===== config.mk =====
export PLATFORM = sky130hd
export DESIGN_NAME = pair_sequencer_flat
export DESIGN_NICKNAME = d
export VERILOG_FILES = /design/src/rtl/pair_sequencer_if.sv /design/src/rtl/pair_sequencer.sv /design/src/flat_wrapper.sv
export SDC_FILE = /design/constraint.sdc
export NUM_CORES = 2
export LEC_CHECK = 0
export CAP_MARGIN = 5
export CORE_MARGIN = 5
export CORE_UTILIZATION = 45
export DETAILED_ROUTE_END_ITERATION = 6
export GPL_TIMING_DRIVEN = 0
export SLEW_MARGIN = 40
export SYNTH_ARGS = -nofsm -noshare
export SYNTH_HDL_FRONTEND = slang
export SYNTH_SLANG_ARGS = --single-unit

===== constraint.sdc =====
create_clock -name clk -period 5 [get_ports clk]
set_input_delay 1 -clock clk [delete_from_list [all_inputs] [get_ports clk]]
set_output_delay 1 -clock clk [all_outputs]
set_load 0.05 [all_outputs]

===== src/rtl/pair_sequencer_if.sv =====
// rtl/pair_sequencer_if.sv - control, read-address and write-back bundle of the all-pairs sequencer
interface pair_sequencer_if #(
  parameter int W = 9
);
  logic         start;
  logic         abort;
  logic [W-1:0] num_bodies;
  logic         busy;
  logic [W-1:0] rd_i;
  logic [W-1:0] rd_j;
  logic         rd_valid;
  logic [W-1:0] wb_i;
  logic [W-1:0] wb_j;
  logic         wb_valid;
  logic         wb_self;
  logic         wb_row_last;
  logic         done;

  modport master (
    output start, abort, num_bodies,
    input  busy, rd_i, rd_j, rd_valid, wb_i, wb_j, wb_valid, wb_self, wb_row_last, done
  );

  modport slave (
    input  start, abort, num_bodies,
    output busy, rd_i, rd_j, rd_valid, wb_i, wb_j, wb_valid, wb_self, wb_row_last, done
  );
endinterface


===== src/rtl/pair_sequencer.sv =====
// rtl/pair_sequencer.sv - row-major all-pairs index generator with a fixed-latency tag line
// aligning write-back indices with the accel pipeline output.
module pair_sequencer #(
  parameter int BODIES          = 512,
  parameter int BODY_ADDR_WIDTH = $clog2(BODIES),
  parameter int PIPE_LAT        = 123
) (
  input  logic           clk,
  input  logic           rst_n,
  pair_sequencer_if.slave bus
);
  localparam int W = BODY_ADDR_WIDTH;

  typedef enum logic [1:0] {S_IDLE, S_ISSUE, S_DRAIN, S_FIN} state_t;

  typedef struct packed {
    logic         valid;
    logic [W-1:0] i;
    logic [W-1:0] j;
    logic         self_pair;
    logic         row_last;
  } stage_t;

  state_t       state_q, state_d;
  logic [W-1:0] n_q, n_d;
  logic [W-1:0] i_q, i_d;
  logic [W-1:0] j_q, j_d;
  // Marks the extra FIN cycle for N < 2, so done still lands two cycles after start.
  logic         degen_q, degen_d;
  stage_t       pipe_q [PIPE_LAT];
  stage_t       pipe_d [PIPE_LAT];

  logic [W-1:0] n_last;
  logic         issue;
  logic         row_end;
  logic         sweep_end;
  logic         wb_last;
  logic         flush;

  always_comb begin
    n_last    = n_q - W'(1);
    issue     = (state_q == S_ISSUE);
    row_end   = (j_q == n_last);
    sweep_end = row_end && (i_q == n_last);
    wb_last   = pipe_q[PIPE_LAT-1].valid && (pipe_q[PIPE_LAT-1].i == n_last)
                && (pipe_q[PIPE_LAT-1].j == n_last);
    flush     = bus.abort && (state_q != S_IDLE);

    state_d = state_q;
    n_d     = n_q;
    i_d     = i_q;
    j_d     = j_q;
    degen_d = degen_q;

    case (state_q)
      S_IDLE: begin
        if (bus.start && !bus.abort) begin
          n_d = bus.num_bodies;
          if (bus.num_bodies > W'(1)) begin
            state_d = S_ISSUE;
            i_d     = '0;
            j_d     = '0;
          end else begin
            state_d = S_FIN;
            degen_d = 1'b1;
          end
        end
      end
      S_ISSUE: begin
        if (bus.abort) begin
          state_d = S_IDLE;
        end else if (sweep_end) begin
          state_d = S_DRAIN;
        end else if (row_end) begin
          j_d = '0;
          i_d = i_q + W'(1);
        end else begin
          j_d = j_q + W'(1);
        end
      end
      S_DRAIN: begin
        if (bus.abort) begin
          state_d = S_IDLE;
        end else if (wb_last) begin
          state_d = S_FIN;
        end
      end
      S_FIN: begin
        if (bus.abort) begin
          state_d = S_IDLE;
          degen_d = 1'b0;
        end else if (degen_q) begin
          degen_d = 1'b0;
        end else begin
          state_d = S_IDLE;
        end
      end
      default: state_d = S_IDLE;
    endcase

    // Tag line shifts unconditionally; the accel pipeline never stalls.
    pipe_d[0].valid     = issue;
    pipe_d[0].i         = i_q;
    pipe_d[0].j         = j_q;
    pipe_d[0].self_pair = issue && (i_q == j_q);
    pipe_d[0].row_last  = issue && row_end;
    for (int k = 1; k < PIPE_LAT; k++) begin
      pipe_d[k] = pipe_q[k-1];
    end
    if (flush) begin
      for (int k = 0; k < PIPE_LAT; k++) begin
        pipe_d[k] = '0;
      end
    end
  end

  always_ff @(posedge clk or negedge rst_n) begin
    if (!rst_n) begin
      state_q <= S_IDLE;
      n_q     <= '0;
      i_q     <= '0;
      j_q     <= '0;
      degen_q <= 1'b0;
      for (int k = 0; k < PIPE_LAT; k++) begin
        pipe_q[k] <= '0;
      end
    end else begin
      state_q <= state_d;
      n_q     <= n_d;
      i_q     <= i_d;
      j_q     <= j_d;
      degen_q <= degen_d;
      pipe_q  <= pipe_d;
    end
  end

  assign bus.busy        = (state_q != S_IDLE);
  assign bus.done        = (state_q == S_FIN) && !degen_q;
  assign bus.rd_valid    = issue;
  assign bus.rd_i        = i_q;
  assign bus.rd_j        = j_q;
  assign bus.wb_valid    = pipe_q[PIPE_LAT-1].valid;
  assign bus.wb_i        = pipe_q[PIPE_LAT-1].i;
  assign bus.wb_j        = pipe_q[PIPE_LAT-1].j;
  assign bus.wb_self     = pipe_q[PIPE_LAT-1].self_pair;
  assign bus.wb_row_last = pipe_q[PIPE_LAT-1].row_last;
endmodule


===== src/flat_wrapper.sv =====
// flat-port wrapper written by rule: the top's interface ports become plain ports
module pair_sequencer_flat 
#(
  parameter int BODIES          = 512,
  parameter int BODY_ADDR_WIDTH = $clog2(BODIES),
  parameter int PIPE_LAT        = 123
)
  (clk, rst_n, bus_start, bus_abort, bus_num_bodies, bus_busy, bus_rd_i, bus_rd_j, bus_rd_valid, bus_wb_i, bus_wb_j, bus_wb_valid, bus_wb_self, bus_wb_row_last, bus_done);
  pair_sequencer_if #(.W((9))) bus_i ();
  input  logic clk;
  input  logic rst_n;
  input wire logic [$bits(bus_i.start)-1:0] bus_start;
  input wire logic [$bits(bus_i.abort)-1:0] bus_abort;
  input wire logic [$bits(bus_i.num_bodies)-1:0] bus_num_bodies;
  output wire logic [$bits(bus_i.busy)-1:0] bus_busy;
  output wire logic [$bits(bus_i.rd_i)-1:0] bus_rd_i;
  output wire logic [$bits(bus_i.rd_j)-1:0] bus_rd_j;
  output wire logic [$bits(bus_i.rd_valid)-1:0] bus_rd_valid;
  output wire logic [$bits(bus_i.wb_i)-1:0] bus_wb_i;
  output wire logic [$bits(bus_i.wb_j)-1:0] bus_wb_j;
  output wire logic [$bits(bus_i.wb_valid)-1:0] bus_wb_valid;
  output wire logic [$bits(bus_i.wb_self)-1:0] bus_wb_self;
  output wire logic [$bits(bus_i.wb_row_last)-1:0] bus_wb_row_last;
  output wire logic [$bits(bus_i.done)-1:0] bus_done;
  assign bus_i.start = bus_start;
  assign bus_i.abort = bus_abort;
  assign bus_i.num_bodies = bus_num_bodies;
  assign bus_busy = bus_i.busy;
  assign bus_rd_i = bus_i.rd_i;
  assign bus_rd_j = bus_i.rd_j;
  assign bus_rd_valid = bus_i.rd_valid;
  assign bus_wb_i = bus_i.wb_i;
  assign bus_wb_j = bus_i.wb_j;
  assign bus_wb_valid = bus_i.wb_valid;
  assign bus_wb_self = bus_i.wb_self;
  assign bus_wb_row_last = bus_i.wb_row_last;
  assign bus_done = bus_i.done;
  pair_sequencer #(.BODIES(BODIES), .BODY_ADDR_WIDTH(BODY_ADDR_WIDTH), .PIPE_LAT(PIPE_LAT)) u_core (.clk(clk), .rst_n(rst_n), .bus(bus_i));
endmodule

==> impl_metrics.ini <==
[yosys]
yosys-top-cells-area = dfrtp_1 77%, and2_1 19%, clkbuf_1 1.4%
synth_seq_cells = 2613
ys_warn_count = 0
synth_edf_count = 0
synth-compound-area-share = 0.00637
ys_seq_area_frac = 0.772
synth.most_common_cell = dfrtp_1
synth_cell_types = 61
muxShareOfSynthArea = 0.00180
synth_top_family_by_area = simple AND/OR/NAND/NOR gates
synth_fp_nets = 5804
dominantRegCellSynth = dfrtp_1
yosys.area.top_type = dfrtp_1
synthXorXnorAreaFrac = 0.00327
synth_common_cells = 2613 x dfrtp_1, 2578 x and2_1, 306 x clkbuf_1
syn_area_um2 = 84700
synth_top_area_share = 0.772
ys_async_sr_fraction = 1.00
syn_area_per_cell_um2 = 14.6
syn_inst = 5784
synth-adder-area-share = 0.00103
yosys.area_share.simple = 0.199

[place]
port_buffers = 54
place.gp.congestion = 0.800
hpwl_mm = 78.4
placed_cells = 8356
dpl_worst_slack_ns = 0.773

[worst_setup_path]
start_kind = flop
cp_max_fo = 8
cp.required_ns = 4.00
cp.arrival_ns = 2.83
cp-end-kind = primary output
critPathKind = reg2out

[sta]
max_freq_mhz = 261
period_share = 0.766
min_period_ns = 3.83
rsz0062_at_grt = false
relSlewSlack = 0.580
setup_slack_ns = 1.17
final_max_slew_viol_count = 0
holdWs_ns = 0.0810
finalHoldViolCount = 0
tightestPinTransition_ns = 0.629
finalSetupTns_ns = 0
final-setup-viol-count = 0
finClkSkew_ns = 0.0537

[clocking]
post_cts_buffers = 0
cts_root_buf = clkbuf_16
cts.repair.resized = 0
cts_buffers = 279
cts.sinks = 2613
clk_path_buf_depth = 4
cts_tree = yes
htreeDepth = 5
cts_hold_buf = 0
clk_latency_ns = 0.88
clk_transition_reported_paths_ns = 0.06

[final_layout]
drive_above_1_share = 0.0783
syn2layout_area_growth_pct = 15.8
finalNetCount = 6162
final_cells = 8838

[drt]
vias = 39400
wl_per_cell_um = 14.7
routed_wl_mm = 130
drt-vias-per-instance = 4.46
drt_first_pass_iters = 5
drc = 0
ant_nets = 0
drt_iter0_markers = 2531

[grt]
gr-total-overflow = 0
antenna_found_initial = 4
grt_pass1_wl_mm = 221
grt_pass1_vias = 42000
grt_max_degree = 123
grtUsageTotal = 0.137

[run_status]
outcome = complete, no violations

[power]
p_leak_nw = 50.5
irDropWorstVdd_uv = 375
powerDensity_nw_per_um2 = 468

[flow_run]
drv_cap = 0

[floorplan]
die_area_um2 = 197000
ioPinCount = 55
initial_core_util = 0.452
die_h_um = 444
core_area_um2 = 187000
rows = 159
die_w_um = 444

[min_path]
hp-class = in2async
## flip-flops by register name (all words and copies together) (netlist names)
signal                  cells
u_core.degen_q              1
u_core.pipe_q            2562
u_core.n_q                  9
u_core.bus.wb_row_last      1
u_core.bus.rd_j             9
u_core.bus.wb_valid         1
u_core.bus.wb_j             9
u_core.state_q              2
u_core.bus.wb_self          1
u_core.bus.rd_i             9
u_core.bus.wb_i             9
## routing by layer
layer | global-route usage | up-vias | wire (um)
met4 | 0.0464 | 0 | 3710
met2 | 0.203 | 478 | 57800
li1 | - | 18300 | -
met3 | 0.0262 | 311 | 4600
met1 | 0.205 | 20300 | 63700
met5 | 0 | - | 0
## per-stage QoR
step / power (mW) / util / cell area, um2
3_5_place_dp: 26.4 / 0.475 / 89000
6_report: 45.8 / 0.523 / 98000
2_1_floorplan: 24.6 / - / 84700
3_3_place_gp: 26.2 / 0.471 / 88300
4_1_cts: 46.7 / 0.523 / 98000
5_1_grt: 48.1 / 0.523 / 98000
## final cells by class
type / count / area, um2
fill: 15600 / 89400
sequential: 2613 / 65400
multi-input combinational: 2825 / 17900
clock buffer: 412 / 8310
tap: 2495 / 3120
buffer: 332 / 1350
timing repair buffer: 77 / 1190
clock inverter: 65 / 718
inverter: 14 / 52.6
antenna: 5 / 12.5
## cells by family after synthesis
kind of cell / count (synthesis)
compound gates: 72
xor+xnor: 30
fa+ha+maj: 7
buf+inv: 346
flops: 2613
mux: 14
simple gates: 2702
## critical path: stages (launching register included)
cell and delay (ns):
dfrtp_1 0.40, inv_1 0.09, ha_1 0.19, clkbuf_1 0.17, inv_1 0.25, clkdlybuf4s50_1 0.86
## power breakdown
| part | total [mW] | internal, mW | switching, mW |
|---|---|---|---|
| logic | 4.26 | 1.01 | 3.25 |
| registers | 21.6 | 21.5 | 0.152 |
| clock network | 20.0 | 12.2 | 7.76 |
## path summary, 6_finish.rpt
| kind | start | endpoint | slack (ns) | depth (start not counted) |
|---|---|---|---|---|
| max | u_core.state_q[0] | bus_busy | 1.17 | 5 |
| min | rst_n | u_core.pipe_q[378] | 0.08 | 1 |
| max reg2reg | u_core.n_q[0] | u_core.state_q[1] | 1.43 | 12 |
| min reg2reg | u_core.pipe_q[111] | u_core.pipe_q[90] | 0.41 | 1 |
| max in group asynchronous | rst_n | u_core.pipe_q[2398] | 1.90 | 6 |
| min in group clk | u_core.pipe_q[111] | u_core.pipe_q[90] | 0.41 | 1 |
## cell usage in the layout, fill, tap and decap left out, types with 9 or more instances in the layout
master,count
clkbuf_16,289
and2_1,2578
buf_4,20
bufinv_16,14
xor2_1,14
nand3_1,15
nor2_1,22
inv_1,13
mux2_2,10
xnor2_1,15
nor3_1,10
clkdlybuf4s50_1,53
and3_1,10
a31oi_1,9
nand2_1,22
buf_16,24
clkbuf_8,62
dfrtp_1,2613
a21oi_1,17
clkbuf_1,364
clkinv_2,41
Power figures use the tool's default switching activity.
